==> config.mk <==
export PLATFORM = sky130hd
export DESIGN_NAME = div_unit_flat
export DESIGN_NICKNAME = d
export VERILOG_FILES = /design/src/rtl/div_if.sv /design/src/rtl/div_unit.sv /design/src/flat_wrapper.sv
export SDC_FILE = /design/constraint.sdc
export NUM_CORES = 1
export LEC_CHECK = 0
export BUFFER_PORTS_ARGS = -buffer_cell sky130_fd_sc_hd__buf_2
export CAP_MARGIN = 0
export CORE_ASPECT_RATIO = 0.9
export CORE_MARGIN = 2
export CORE_UTILIZATION = 34
export DETAILED_ROUTE_END_ITERATION = 6
export SETUP_SLACK_MARGIN = 0.1
export SKIP_LAST_GASP = 1
export SLEW_MARGIN = 20
export SYNTH_ARGS = -nofsm -noshare
export SYNTH_HDL_FRONTEND = slang
export SYNTH_SLANG_ARGS = --single-unit
==> constraint.sdc <==
create_clock -name clk -period 4 [get_ports clk]
set_input_delay 0.6 -clock clk [delete_from_list [all_inputs] [get_ports clk]]
set_output_delay 0.6 -clock clk [all_outputs]
set_load 0.005 [all_outputs]
==> src/rtl/div_if.sv <==
// Handshake/data bundle between the EX stage (master) and the iterative
// divider (slave).
//   signed_div_i  EX -> div  1 = DIV (signed), 0 = DIVU
//   opdata1_i     EX -> div  dividend
//   opdata2_i     EX -> div  divisor
//   start_i       EX -> div  request, held high until ready_o is seen
//   annul_i       EX -> div  abort the current op
//   result_o      div -> EX  {remainder, quotient}, registered
//   ready_o       div -> EX  result_o valid, registered
interface div_if #(
  parameter int DW = 32
);
  logic            signed_div_i;
  logic [DW-1:0]   opdata1_i;
  logic [DW-1:0]   opdata2_i;
  logic            start_i;
  logic            annul_i;
  logic [2*DW-1:0] result_o;
  logic            ready_o;

  modport master (
    output signed_div_i, opdata1_i, opdata2_i, start_i, annul_i,
    input  result_o, ready_o
  );

  modport slave (
    input  signed_div_i, opdata1_i, opdata2_i, start_i, annul_i,
    output result_o, ready_o
  );
endinterface

==> src/rtl/div_unit.sv <==
// Iterative radix-2 restoring divider for DIV/DIVU in the EX stage.
// One quotient bit per clock, then one edge to apply the sign fix and
// publish {remainder, quotient}. EX stalls on start_i & ~ready_o.
//   clk   clock, rising edge
//   rst   synchronous, active-high reset
//   bus   div_if.slave: signed_div_i, opdata1_i, opdata2_i, start_i,
//         annul_i in; result_o, ready_o out (both registered)
// Build option: define DIV_ZERO_FAST_EN to short-circuit a zero divisor
// through the DIVZERO state (result 0). Without it a zero divisor runs
// the full iteration (unsigned: quotient all ones, remainder = dividend).
module div_unit #(
  parameter int DW    = 32,
  parameter int CNT_W = 6
) (
  input  logic  clk,
  input  logic  rst,
  div_if.slave  bus
);

  typedef enum logic [1:0] {S_IDLE, S_DIVZERO, S_ON, S_END} state_e;

  state_e          state_q, state_d;
  logic [CNT_W-1:0] cnt_q, cnt_d;
  logic [DW-1:0]   rem_q, rem_d;      // partial remainder
  logic [DW-1:0]   dvd_q, dvd_d;      // dividend shifts out the top, quotient bits shift in
  logic [DW-1:0]   dvs_q, dvs_d;      // |divisor|
  logic            qneg_q, qneg_d;    // negate quotient at the end
  logic            rneg_q, rneg_d;    // negate remainder at the end
  logic [2*DW-1:0] result_q, result_d;
  logic            ready_q, ready_d;

  // Restoring step: DW+1-bit trial subtract of the divisor from the
  // shifted remainder.
  logic [DW:0]   rem_sh;
  logic          ge;
  logic [DW-1:0] rem_sub;
  logic [DW-1:0] q_fix, r_fix;

  assign rem_sh  = {rem_q, dvd_q[DW-1]};
  assign ge      = rem_sh >= {1'b0, dvs_q};
  assign rem_sub = DW'(rem_sh - {1'b0, dvs_q});
  assign q_fix   = qneg_q ? -dvd_q : dvd_q;
  assign r_fix   = rneg_q ? -rem_q : rem_q;

  always_comb begin
    state_d  = state_q;
    cnt_d    = cnt_q;
    rem_d    = rem_q;
    dvd_d    = dvd_q;
    dvs_d    = dvs_q;
    qneg_d   = qneg_q;
    rneg_d   = rneg_q;
    result_d = result_q;
    ready_d  = ready_q;

    case (state_q)
      S_IDLE: begin
        if (bus.start_i && !bus.annul_i) begin
          dvd_d  = (bus.signed_div_i && bus.opdata1_i[DW-1]) ? -bus.opdata1_i : bus.opdata1_i;
          dvs_d  = (bus.signed_div_i && bus.opdata2_i[DW-1]) ? -bus.opdata2_i : bus.opdata2_i;
          qneg_d = bus.signed_div_i && (bus.opdata1_i[DW-1] ^ bus.opdata2_i[DW-1]);
          rneg_d = bus.signed_div_i && bus.opdata1_i[DW-1];
          rem_d  = '0;
          cnt_d  = '0;
          state_d = S_ON;
`ifdef DIV_ZERO_FAST_EN
          if (bus.opdata2_i == '0) state_d = S_DIVZERO;
`endif
        end
      end
      S_ON: begin
        // cnt reaches DW after the last step; that edge only fixes signs
        // and publishes the result.
        if (cnt_q == CNT_W'(DW)) begin
          result_d = {r_fix, q_fix};
          ready_d  = 1'b1;
          state_d  = S_END;
        end else begin
          rem_d = ge ? rem_sub : rem_sh[DW-1:0];
          dvd_d = {dvd_q[DW-2:0], ge};
          cnt_d = cnt_q + 1'b1;
        end
      end
`ifdef DIV_ZERO_FAST_EN
      S_DIVZERO: begin
        // One wait edge keeps the zero-divisor result two edges after launch.
        if (cnt_q == '0) begin
          cnt_d = CNT_W'(1);
        end else begin
          result_d = '0;
          ready_d  = 1'b1;
          state_d  = S_END;
        end
      end
`endif
      S_END: begin
        if (!bus.start_i) begin
          result_d = '0;
          ready_d  = 1'b0;
          state_d  = S_IDLE;
        end
      end
      default: state_d = S_IDLE;
    endcase

    // Abort wins over completion on the same edge.
    if (bus.annul_i && state_q != S_IDLE) begin
      result_d = '0;
      ready_d  = 1'b0;
      state_d  = S_IDLE;
    end
  end

  always_ff @(posedge clk) begin
    if (rst) begin
      state_q  <= S_IDLE;
      cnt_q    <= '0;
      rem_q    <= '0;
      dvd_q    <= '0;
      dvs_q    <= '0;
      qneg_q   <= 1'b0;
      rneg_q   <= 1'b0;
      result_q <= '0;
      ready_q  <= 1'b0;
    end else begin
      state_q  <= state_d;
      cnt_q    <= cnt_d;
      rem_q    <= rem_d;
      dvd_q    <= dvd_d;
      dvs_q    <= dvs_d;
      qneg_q   <= qneg_d;
      rneg_q   <= rneg_d;
      result_q <= result_d;
      ready_q  <= ready_d;
    end
  end

  assign bus.result_o = result_q;
  assign bus.ready_o  = ready_q;

endmodule
==> src/flat_wrapper.sv <==
// flat-port wrapper written by rule: the top's interface ports become plain ports
module div_unit_flat 
#(
  parameter int DW    = 32,
  parameter int CNT_W = 6
)
  (clk, rst, bus_signed_div_i, bus_opdata1_i, bus_opdata2_i, bus_start_i, bus_annul_i, bus_result_o, bus_ready_o);
  div_if #(.DW(DW)) bus_i ();
  input  logic clk;
  input  logic rst;
  input wire logic [$bits(bus_i.signed_div_i)-1:0] bus_signed_div_i;
  input wire logic [$bits(bus_i.opdata1_i)-1:0] bus_opdata1_i;
  input wire logic [$bits(bus_i.opdata2_i)-1:0] bus_opdata2_i;
  input wire logic [$bits(bus_i.start_i)-1:0] bus_start_i;
  input wire logic [$bits(bus_i.annul_i)-1:0] bus_annul_i;
  output wire logic [$bits(bus_i.result_o)-1:0] bus_result_o;
  output wire logic [$bits(bus_i.ready_o)-1:0] bus_ready_o;
  assign bus_i.signed_div_i = bus_signed_div_i;
  assign bus_i.opdata1_i = bus_opdata1_i;
  assign bus_i.opdata2_i = bus_opdata2_i;
  assign bus_i.start_i = bus_start_i;
  assign bus_i.annul_i = bus_annul_i;
  assign bus_result_o = bus_i.result_o;
  assign bus_ready_o = bus_i.ready_o;
  div_unit #(.DW(DW), .CNT_W(CNT_W)) u_core (.clk(clk), .rst(rst), .bus(bus_i));
endmodule
==> results of run 1 <==
-- cells by family after synthesis --
family,synth area share [%]
compound gates,25.1
xor+xnor,12.1
fa+ha+maj,4.70
buf+inv,4.79
flops,32.5
mux,1.61
simple gates,19.3
-- worst paths after layout --
kind,start,slack (ns),to
max,u_core.rem_q[19]$_SDFFE_PP0P_,0.56,u_core.rem_q[16]$_SDFFE_PP0P_
max reg2reg,u_core.rem_q[19]$_SDFFE_PP0P_,0.56,u_core.rem_q[16]$_SDFFE_PP0P_
min reg2reg,u_core.bus.result_o[56]$_SDFFE_PP0P_,0.45,u_core.bus.result_o[56]$_SDFFE_PP0P_
min,bus_annul_i,0.39,u_core.state_q[1]$_SDFFE_PP0P_
-- power by group --
group          leakage (nW)  internal, mW  switching [mW]  total [mW]
clock network         0.268         0.925           0.733        1.66
logic                  3.23         0.291           0.446       0.737
registers              1.39          1.75          0.0532        1.80
total                  4.88          2.96            1.23        4.20
-- cell usage in the layout (no fill, tap or decap), drive strengths merged, types with 7 or more instances in the layout --
| master | instances |
|---|---|
| a22oi | 58 |
| a21oi | 94 |
| nand3 | 17 |
| o31ai | 26 |
| ha | 38 |
| and2 | 7 |
| or4 | 17 |
| dfxtp | 171 |
| o21bai | 7 |
| or3 | 20 |
| nor2b | 10 |
| xnor2 | 80 |
| a31oi | 8 |
| xor2 | 66 |
| nor2 | 133 |
| nor3 | 20 |
| mux2i | 17 |
| buf | 148 |
| nor4 | 13 |
| o21ai | 103 |
| nand2 | 155 |
| nand4 | 11 |
| clkbuf | 19 |
| o41ai | 17 |
| a32oi | 14 |
| inv | 59 |
| a21o | 16 |
| a211oi | 28 |
-- stage by stage --
step	utilization (%)	instances	power [mW]	worst slack (ns)
floorplan	-	1346	2.35	1.00
global placement	37.7	1825	2.56	0.788
detailed placement	37.7	1825	2.57	0.675
CTS	39.6	1856	4.22	0.621
global route	39.6	1856	4.39	0.427
finish	39.6	1856	4.20	0.557
-- synthesized netlist by cell type (all sizes together) (2+ instances only) --
| cell type | instances |
|---|---|
| a2111o | 2 |
| a211o | 2 |
| a211oi | 28 |
| a21o | 16 |
| a21oi | 94 |
| a221oi | 6 |
| a22o | 2 |
| a22oi | 58 |
| a311oi | 5 |
| a31o | 3 |
| a31oi | 8 |
| a32oi | 14 |
| and2 | 7 |
| and3 | 6 |
| buf | 6 |
| clkbuf | 72 |
| dfxtp | 171 |
| ha | 38 |
| inv | 56 |
| mux2i | 17 |
| nand2 | 155 |
| nand2b | 6 |
| nand3 | 17 |
| nand3b | 2 |
| nand4 | 11 |
| nor2 | 133 |
| nor2b | 10 |
| nor3 | 20 |
| nor3b | 3 |
| nor4 | 13 |
| nor4bb | 2 |
| o21ai | 103 |
| o21bai | 7 |
| o22ai | 3 |
| o31ai | 26 |
| o41ai | 17 |
| or2 | 5 |
| or3 | 20 |
| or3b | 4 |
| or4 | 17 |
| xnor2 | 80 |
| xor2 | 66 |
-- cell type report --
class | instances | area share (%)
clock buffers | 19 | 3.56
multi-input cells | 1041 | 54.7
flip-flops and latches | 171 | 28.2
clock inverters | 12 | 1.16
inverters | 56 | 1.73
repair buffers | 148 | 6.51
well taps | 409 | 4.21
-- flip-flops by register name, indices dropped and copies added, names as in the netlist --
name,flops
u_core.bus.result_o,64
u_core.dvd_q,32
u_core.dvs_q,32
u_core.rem_q,32
u_core.cnt_q,6
u_core.state_q,2
u_core.bus.ready_o,1
u_core.qneg_q,1
u_core.rneg_q,1
-- layer usage --
metal	up-vias	GRT usage, %	wire length [µm]
li1	5023	-	-
met1	4527	28.2	16000
met2	232	26.6	12200
met3	28	2.65	1400
met4	2	4.65	381
met5	-	0	11
==> results summary, run 1 <==
The number of global-route vias before repair came out at 9,019. The signal on the critical path passes through ha_1, nand2_1, or3_1, and4b_1, o311a_1, o41ai_1, a21o_1, nand2_1, a311oi_1. The routed wire length is 30,000 µm.

The number of I/O port buffers is around 130. Buffers added to address setup during post-CTS repair amount to 0. The cell area after layout is ~0.012 mm². The number of gates on the worst path with buffers counted came out at 9. The number of sinks on the clock net came out at 171. The most numerous cell type found on the critical path is sky130_fd_sc_hd__nand2_1.

The worst setup path is captured at a flop. Row generation in the floorplan step produced between 60 and 70 rows. The initial antenna violation count came to 1.

The number of fill cells is about 3,200. The flip-flop cell with the highest count after synthesis is sky130_fd_sc_hd__dfxtp_1. The transition at the pin with the smallest max-transition slack came out at ~1.0 ns. The post-synthesis cell type count came out at 66.

The headroom to the max-slew limit is between 30% and 40%. The final-report setup violation count came out at 0. The final-layout worst hold slack is between 0.3 and 0.4 ns. Of all nets on the critical path, the largest fanout is 18. The post-layout minimum cycle time came out at 3.44 ns.

The post-route fraction of the period consumed by the critical path is ~86%. The total power per unit cell area came out at about 350 mW/mm². The routed wirelength normalized by instance count came out at approximately 16 µm. The HPWL reported at the end of detailed placement came out at between 20,000 and 25,000 µm.

The combined global-route utilization of all metal layers is 18.4%. Synthesis produced a netlist whose cell count is about 1,300. The detail route stage leaves a number of antenna-violating nets equal to 0. At the worst endpoint, the required time is between 4 and 5 ns. The post-cts repair resize count is 0. The average instance in the mapped netlist occupies 7.84 µm². The wire length of the first global-routing pass came out at roughly 48,000 µm. The total negative slack for setup checks came out at 0 ns.

Setup repair after global routing left no endpoint under its margin. The post-placement cell area is around 0.012 mm². The worst stage delay on the critical path is 0.65 ns. After the first detailed-routing iteration, the DRC count stood at just under 700. The post-route DRC violation count is 0. The dominant cell type by area after synthesis is sky130_fd_sc_hd__dfxtp_1. The max-slew violation count came out at 0.

The final net count is between 1,500 and 2,000. The clock arrives with between 0.008 and 0.009 ns of skew. Of all flip-flops after synthesis, the portion carrying an async set or reset was 0%. Clock tree synthesis inserted a total of 17 buffers. The critical path class is reg -> reg. The relative area change from synthesis to final layout is 15.2%. The later pin in the worst-skew pair is clocked with a latency of 0.43 ns. At the worst endpoint, the arrival time is between 3 and 4 ns. STA classifies the critical path startpoint as a flop. The area of the core came out at between 0.03 and 0.04 mm².

The max-capacitance violation count came out at 0. Entering global routing, the biggest net connects 100 pins. The final-report hold violation count was 0. The number of synthesized register bits came out at around 170. The routability congestion estimate from global placement came out at 0.889. The combined area of the multi-input logic cells came out at approximately 0.0066 mm². The maximum vdd ir drop is ~0.00021 V. The layout cell share with drive strength beyond 1 came out at 14.1%.

The number of cells on the worst hold path came out at 2. TritonCTS built the clock tree. The standby leakage power came out at 4.88 nW. The effective utilization at floorplan is 34.4%. The number of antenna cells inserted is 0. The number of enable-type register cells in the synthesized netlist is 0.

The min-delay analysis places its worst path in the category in -> reg. The number of nets in the synthesized netlist is ~1,500. The summed instance area of the synthesized netlist is between 0.01 and 0.015 mm². The detailed-router iteration count before antenna repair is 5. The highest achievable clock rate came out at approximately 0.29 GHz.

Counting along the longest clock path gives a buffer depth of 2. Of the synthesized area, sequential elements account for between 30 and 40%. Among all stages on the critical path, the largest delay is contributed by sky130_fd_sc_hd__o41ai_1. The global-route congestion overflow total is 0. The number of buffers added to fix hold violations after cts came out at 0. The count of vias placed by the detailed router is between 9,000 and 10,000. The number of ports placed on the die boundary came out at around 130. The number of warnings reported in the yosys synthesis log came out at 0. The area used by sequential logic in the layout came out at about 0.0034 mm². The die extent in y came out at approximately 170 µm.

By area the synthesized netlist is led by sky130_fd_sc_hd__dfxtp_1 (32%), sky130_fd_sc_hd__xnor2_1 (6.6%), sky130_fd_sc_hd__nand2_1 (5.5%). The clock-pin slew reported for the worst setup and hold paths after clock tree synthesis is roughly 0.07 ns. Dividing the detail-routed via count by the number of cells gives around 5.3. The count of buffer and inverter cells on the critical path came out at 0. The floorplan step defined a die boundary enclosing approximately 0.032 mm². In this run the number of H-tree levels came out at 4. The flow ran to the end, and the final reports show no timing, DRC or antenna violations. The portion of synthesized cell area occupied by the leading cell type is approximately a third. The cell sitting at the root of the clock tree is a sky130_fd_sc_hd__clkbuf_16. In this design, the largest share of critical-path delay is due to compound AO/OA/AOI/OAI gates. The cell count of the worst reg-to-reg path is 9. The horizontal die dimension is 190 µm.
Note: power is estimated with default switching activity, not from simulation.
==> inputs of run 2 (changes only) <==
- REMOVE_ABC_BUFFERS: not set -> 1
==> results summary, run 2 (synthesized netlist as in run 1, its figures left out) <==
The number of sinks on the clock net is 171 (unchanged). The headroom to the max-slew limit was 34.3% (was 30.2%). The final-layout worst hold slack was 0.386 ns (was 0.392 ns).

The transition at the pin with the smallest max-transition slack is 0.985 ns (was 1.05 ns). Run status: completed (unchanged). The endpoint required time on the critical path is 4.35 ns (was 4.33 ns). The post-route fraction of the period consumed by the critical path came out at 88.2% (was 86.1%). The most frequent standard cell in the layout excluding fill and tap cells was sky130_fd_sc_hd__dfxtp_1 (unchanged).

The area of the core came out at 0.0307 mm² (unchanged). The standby leakage power was 4.91 nW (was 4.88 nW). The total power per unit cell area is 345 mW/mm² (about the same). The effective utilization at floorplan is 34.4% (unchanged).

The number of I/O port buffers came out at 133 (unchanged). The clock-pin slew reported for the worst setup and hold paths after clock tree synthesis came out at 0.07 ns (about the same). The horizontal die dimension is 190 µm (unchanged).

The data arrival time of the worst path is 3.88 ns (was 3.78 ns). The core occupancy in the finished layout is 39.7% (was 39.6%). The number of buffers added to fix hold violations after cts is 0 (unchanged). Unrepaired setup endpoints after global routing: no (unchanged). The maximum vdd ir drop is 0.000312 V (was 0.000213 V). The largest net degree at the start of global routing was 99 (was 100). The clock root buffer is sky130_fd_sc_hd__clkbuf_16 (unchanged).

The final-report setup violation count is 0 (unchanged). The number of nets with antenna violations after routing came to 0 (unchanged). The relative area change from synthesis to final layout is 15.6% (was 15.2%). The kind of start point of the critical path is a flop (unchanged). The number of global-route vias before repair was 9,178 (was 9,019). The initial antenna violation count came out at 4 (was 1). The routed wire length came out at 31,200 µm (was 30,000 µm). The count of standard-cell rows is 61 (unchanged).

The post-cts repair resize count came out at 0 (unchanged). The combined global-route utilization of all metal layers came out at 19.3% (was 18.4%). The number of buffers added by the clock tree synthesis step is 17 (unchanged).

The max-slew violation count came out at 0 (unchanged). The post-route non-filler standard cell count is 1,863 (was 1,856). The flip-flop count of the largest register after layout is 64 (unchanged).

The total negative slack for setup checks is 0 ns (unchanged). The die extent in y is 171 µm (unchanged). The HPWL reported at the end of detailed placement is 22,800 µm (was 22,900 µm). The layout cell share with drive strength beyond 1 is 14.6% (was 14.1%).

The routed wirelength normalized by instance count came out at 16.7 µm (was 16.2 µm). The met2 wirelength from detailed routing was 13,600 µm (was 12,200 µm). The worst setup skew after layout came to 0.0148 ns (was 0.00848 ns). The clock tree from TritonCTS is done (unchanged). The count of vias placed by the detailed router is 9,932 (was 9,812). Commonest non-fill, non-tap cells in the layout: sky130_fd_sc_hd__dfxtp_1 (170), sky130_fd_sc_hd__nand2_1 (155), sky130_fd_sc_hd__buf_2 (133) (was sky130_fd_sc_hd__dfxtp_1 (171), sky130_fd_sc_hd__nand2_1 (155), sky130_fd_sc_hd__buf_2 (133)). The post-placement cell area came out at 0.0116 mm² (about the same). The number of levels in the clock H-tree came to 4 (unchanged).

The number of ports placed on the die boundary is 134 (unchanged). The class of the worst hold path was in -> reg (unchanged). The critical path capture point type was a flop (unchanged). The met1 wire length is 15,500 µm (was 16,000 µm). The routability congestion estimate from global placement came out at 0.889 (about the same). The top metal layer carrying routed signals is met5 (unchanged). The post-layout minimum cycle time is 3.53 ns (was 3.44 ns). The critical path class is reg -> reg (unchanged).

The average via count per standard cell came out at 5.33 (was 5.29). The cell area after layout came out at 0.0122 mm² (about the same). The global-route congestion overflow total came to 0 (unchanged). The max-capacitance violation count came to 0 (unchanged). The post-route DRC violation count is 0 (unchanged). The number of placed instances, taps included came out at 1,829 (was 1,825).

The wire length of the first global-routing pass is 49,700 µm (was 48,400 µm). The area of the die came out at 0.0324 mm² (unchanged). The number of fill cells came to 3,177 (was 3,211). The highest achievable clock rate came to 0.283 GHz (was 0.290 GHz).

The buffer count from post-CTS setup fixing came out at 0 (unchanged). The detailed-router iteration count before antenna repair was 5 (unchanged). The final-report hold violation count is 0 (unchanged). The DRC marker count from the first detailed-route iteration is 763 (was 687). The worst-skew pair later-pin latency came out at 0.45 ns (was 0.43 ns). The total length of routed met3 wires came out at 1740 µm (was 1400 µm).

The final net count came to 1,547 (was 1,543). The largest fanout on the critical path was 18 (unchanged). The maximum count of clock buffers along a single path is 2 (unchanged).
[run 2: cell count changes in the layout (fill, tap and decap cells not counted), moves of 2 or more]
cell                         change
sky130_fd_sc_hd__inv_6           +3
sky130_fd_sc_hd__clkinvlp_4      -2
sky130_fd_sc_hd__diode_2         +2
sky130_fd_sc_hd__clkbuf_1        -2
sky130_fd_sc_hd__buf_4           +4
[run 2: metal layers]
| metal | track usage [%] | up-vias |
|---|---|---|
| li1 | - | 5026 |
| met1 | 27.1 | 4639 |
| met2 | 29.6 | 238 |
| met3 | 4.72 | 27 |
| met4 | 4.68 | 2 |
| met5 | 0 | - |
[run 2: layout make-up]
cell class | instances | area [µm²] | share of cell area, %
Clock inverter | 14 | 136 | 1.12
Sequential cell | 171 | 3420 | 28.1
Tap cell | 409 | 512 | 4.20
Antenna cell | 2 | 5.00 | 0.0411
Clock buffer | 18 | 439 | 3.60
Timing Repair Buffer | 152 | 821 | 6.73
Inverter | 56 | 210 | 1.72
Multi-Input combinational cell | 1041 | 6640 | 54.5
[run 2: worst paths after layout]
| check | end | startpoint | slack [ns] | depth (start not counted) |
|---|---|---|---|---|
| min reg2reg | u_core.bus.result_o[51]$_SDFFE_PP0P_ | u_core.bus.result_o[51]$_SDFFE_PP0P_ | 0.45 | 2 |
| max | u_core.rem_q[16]$_SDFFE_PP0P_ | u_core.rem_q[20]$_SDFFE_PP0P_ | 0.47 | 9 |
| min | u_core.state_q[1]$_SDFFE_PP0P_ | bus_annul_i | 0.39 | 2 |
| max reg2reg | u_core.rem_q[16]$_SDFFE_PP0P_ | u_core.rem_q[20]$_SDFFE_PP0P_ | 0.47 | 9 |
[run 2: critical path, cell delays in order (launching register included)]
cell,delay (ns)
sky130_fd_sc_hd__dfxtp_1,0.51
sky130_fd_sc_hd__ha_1,0.38
sky130_fd_sc_hd__nand2_1,0.18
sky130_fd_sc_hd__or3_1,0.18
sky130_fd_sc_hd__and4b_1,0.23
sky130_fd_sc_hd__o311a_1,0.31
sky130_fd_sc_hd__o41ai_1,0.71
sky130_fd_sc_hd__a21o_1,0.55
sky130_fd_sc_hd__nand2_1,0.12
sky130_fd_sc_hd__a311oi_1,0.25
[run 2: power breakdown]
group / total, mW / leakage [nW] / internal (mW) / switching (mW)
Sequential: 1.80 / 1.39 / 1.75 / 0.0508
Combinational: 0.747 / 3.25 / 0.294 / 0.453
Clock: 1.66 / 0.280 / 0.889 / 0.772
[run 2: per-stage QoR]
stage          setup WS [ns]  total power [mW]
2_1_floorplan          -4.90              2.33
3_3_place_gp           0.724              2.57
3_5_place_dp           0.561              2.58
4_1_cts                0.539              4.24
5_1_grt                0.177              4.42
6_report               0.471              4.21
==> inputs of run 3 (changes only) <==
- CAP_MARGIN: 0 -> 20
- CORE_MARGIN: 2 -> 1.5
- REMOVE_ABC_BUFFERS: 1 -> not set
==> results summary, run 3 (synthesized netlist as in run 1, its figures left out) <==
Run status: completed (unchanged). The switching power share of the total came out at 31.5% (was 30.3%). The post-route fraction of the period consumed by the critical path is 84.7% (was 88.2%). The horizontal die dimension is 189 µm (was 190 µm). The placement-stage worst setup slack is 0.666 ns (was 0.561 ns). The die extent in y came out at 170 µm (was 171 µm). The total negative slack for setup checks came to 0 ns (unchanged). The post-layout minimum cycle time is 3.39 ns (was 3.53 ns). The endpoint required time on the critical path is 4.34 ns (was 4.35 ns). The area of the die is 0.0321 mm² (was 0.0324 mm²). The headroom to the max-slew limit came out at 29.5% (was 34.3%). The count of vias placed by the detailed router came out at 9,775 (was 9,932). The slowest stage cell on the critical path is sky130_fd_sc_hd__o41ai_1 (unchanged). The standby leakage power is 4.89 nW (was 4.91 nW). The max-slew violation count came to 0 (unchanged). The DRC marker count from the first detailed-route iteration is 740 (was 763). The post-route DRC violation count came out at 0 (unchanged). The most frequent standard cell in the layout excluding fill and tap cells is sky130_fd_sc_hd__dfxtp_1 (unchanged).

The clock tree from TritonCTS is done (unchanged). The critical path class is reg -> reg (unchanged). The number of sinks on the clock net is 171 (unchanged).

The number of antenna cells inserted is 0 (was 2). The wire length of the first global-routing pass was 49,500 µm (was 49,700 µm). Critical-path cell list: ha_1, nand2_1, or3_1, and4b_1, o311a_1, o41ai_1, a21o_1, nand2_1, a311oi_1 (unchanged). The internal portion of total power is 2.87 mW (was 2.93 mW). The final-report hold violation count came out at 0 (unchanged). The maximum vdd ir drop came to 0.000228 V (was 0.000312 V). The number of levels in the clock H-tree is 4 (unchanged). The number of buffers added to fix hold violations after cts is 0 (unchanged). The HPWL reported at the end of detailed placement came out at 22,900 µm (was 22,800 µm). The final-report setup violation count is 0 (unchanged).

The number of nets with antenna violations after routing is 0 (unchanged). The detailed-router iteration count before antenna repair came out at 5 (unchanged). The area of the core came out at 0.0302 mm² (was 0.0307 mm²). The global-route congestion overflow total came to 0 (unchanged). The average via count per standard cell came out at 5.28 (was 5.33). The clock root buffer is sky130_fd_sc_hd__clkbuf_16 (unchanged). The most numerous cell on the critical path is sky130_fd_sc_hd__nand2_1 (unchanged). The flip-flop count of the largest register after layout came to 64 (unchanged).

The buffer count from post-CTS setup fixing is 0 (unchanged). The clock-pin slew reported for the worst setup and hold paths after clock tree synthesis was 0.07 ns (about the same). The post-cts repair resize count came out at 0 (unchanged). The critical path capture point type was a flop (unchanged). The data arrival time of the worst path came to 3.73 ns (was 3.88 ns). The relative area change from synthesis to final layout came out at 15.1% (was 15.6%).

The sequential group share of total power came to 43.0% (was 42.8%). The effective utilization at floorplan came out at 35.0% (was 34.4%). The highest achievable clock rate came out at 0.295 GHz (was 0.283 GHz). The largest net degree at the start of global routing is 100 (was 99). The count of buffer and inverter cells on the critical path was 0 (unchanged). The transition at the pin with the smallest max-transition slack came out at 1.06 ns (was 0.985 ns). The max-capacitance violation count is 0 (unchanged). The number of I/O port buffers came out at 133 (unchanged). Unrepaired setup endpoints after global routing: no (unchanged).

The worst-skew pair later-pin latency came out at 0.43 ns (was 0.45 ns). The sum of internal, switching and leakage power came to 4.19 mW (was 4.21 mW). The combined global-route utilization of all metal layers came out at 19.0% (was 19.3%). The number of ports placed on the die boundary is 134 (unchanged). The kind of start point of the critical path is a flop (unchanged). The worst setup skew after layout was 0.0123 ns (was 0.0148 ns).

The initial antenna violation count is 1 (was 4). The total power per unit cell area came out at 345 mW/mm² (about the same). The final worst-path setup slack came to 0.611 ns (was 0.471 ns).

Commonest non-fill, non-tap cells in the layout: sky130_fd_sc_hd__dfxtp_1 (171), sky130_fd_sc_hd__nand2_1 (155), sky130_fd_sc_hd__buf_2 (133) (was sky130_fd_sc_hd__dfxtp_1 (170), sky130_fd_sc_hd__nand2_1 (155), sky130_fd_sc_hd__buf_2 (133)). The maximum count of clock buffers along a single path came to 2 (unchanged). The class of the worst hold path was in -> reg (unchanged).

The layout cell share with drive strength beyond 1 came out at 14.3% (was 14.6%). The largest fanout on the critical path is 18 (unchanged). The routability congestion estimate from global placement is 0.899 (was 0.889). The worst stage delay on the critical path is 0.67 ns (was 0.71 ns).

The number of buffers added by the clock tree synthesis step came out at 17 (unchanged). The final net count is 1,543 (was 1,547). The power dissipated by switching net loads is 1.32 mW (was 1.28 mW).

The cell family contributing the most delay on the critical path is compound AO/OA/AOI/OAI gates (unchanged). The count of standard-cell rows came out at 60 (was 61). The combinational power share is 17.7% (was 17.8%). The clock power share is 39.3% (was 39.5%). The routed wirelength normalized by instance count came out at 16.4 µm (was 16.7 µm). The number of global-route vias before repair is 8,907 (was 9,178). The final-layout worst hold slack came out at 0.392 ns (was 0.386 ns). The routed wire length was 30,400 µm (was 31,200 µm).
[run 3: cell type report]
| class | count | area (µm²) |
|---|---|---|
| multi-input combinational | 1041 | 6640 |
| timing repair buffer | 148 | 791 |
| clock inverter | 15 | 145 |
| tap | 403 | 504 |
| fill | 3140 | 18000 |
| sequential | 171 | 3420 |
| clock buffer | 17 | 425 |
| inverter | 56 | 210 |
[run 3: worst paths after layout]
kind                                                      startpoint                                   end  slack (ns)  cells after the start
worst max-delay path                   u_core.rem_q[20]$_SDFFE_PP0P_         u_core.rem_q[16]$_SDFFE_PP0P_        0.61                      9
worst min-delay path                                     bus_annul_i        u_core.state_q[1]$_SDFFE_PP0P_        0.39                      2
worst max register to register         u_core.rem_q[20]$_SDFFE_PP0P_         u_core.rem_q[16]$_SDFFE_PP0P_        0.61                      9
worst min register to register  u_core.bus.result_o[26]$_SDFFE_PP0P_  u_core.bus.result_o[26]$_SDFFE_PP0P_        0.45                      2
[run 3: layer usage]
metal | up-vias | global-route usage, % | routed length (µm)
met3 | 21 | 2.50 | 1650
li1 | 5028 | - | -
met5 | - | 0 | 0
met1 | 4461 | 30.4 | 16500
met2 | 265 | 26.4 | 11900
met4 | 0 | 4.35 | 371
[run 3: power by group through the flow]
stage	Sequential, mW	Clock [mW]	Combinational, mW
after floorplan	1.82	0	0.530
after global placement	1.84	0	0.734
after detailed placement	1.84	0	0.734
after CTS	1.80	1.69	0.738
after global routing	1.81	1.76	0.826
final	1.80	1.65	0.744
[run 3: per-stage QoR]
step	cell area [µm²]	util (%)	std cells
3_3_place_gp	11600	38.3	1819
3_5_place_dp	11600	38.3	1819
6_report	12100	40.2	1851
5_1_grt	12100	40.2	1851
2_1_floorplan	10500	-	1346
4_1_cts	12100	40.2	1851
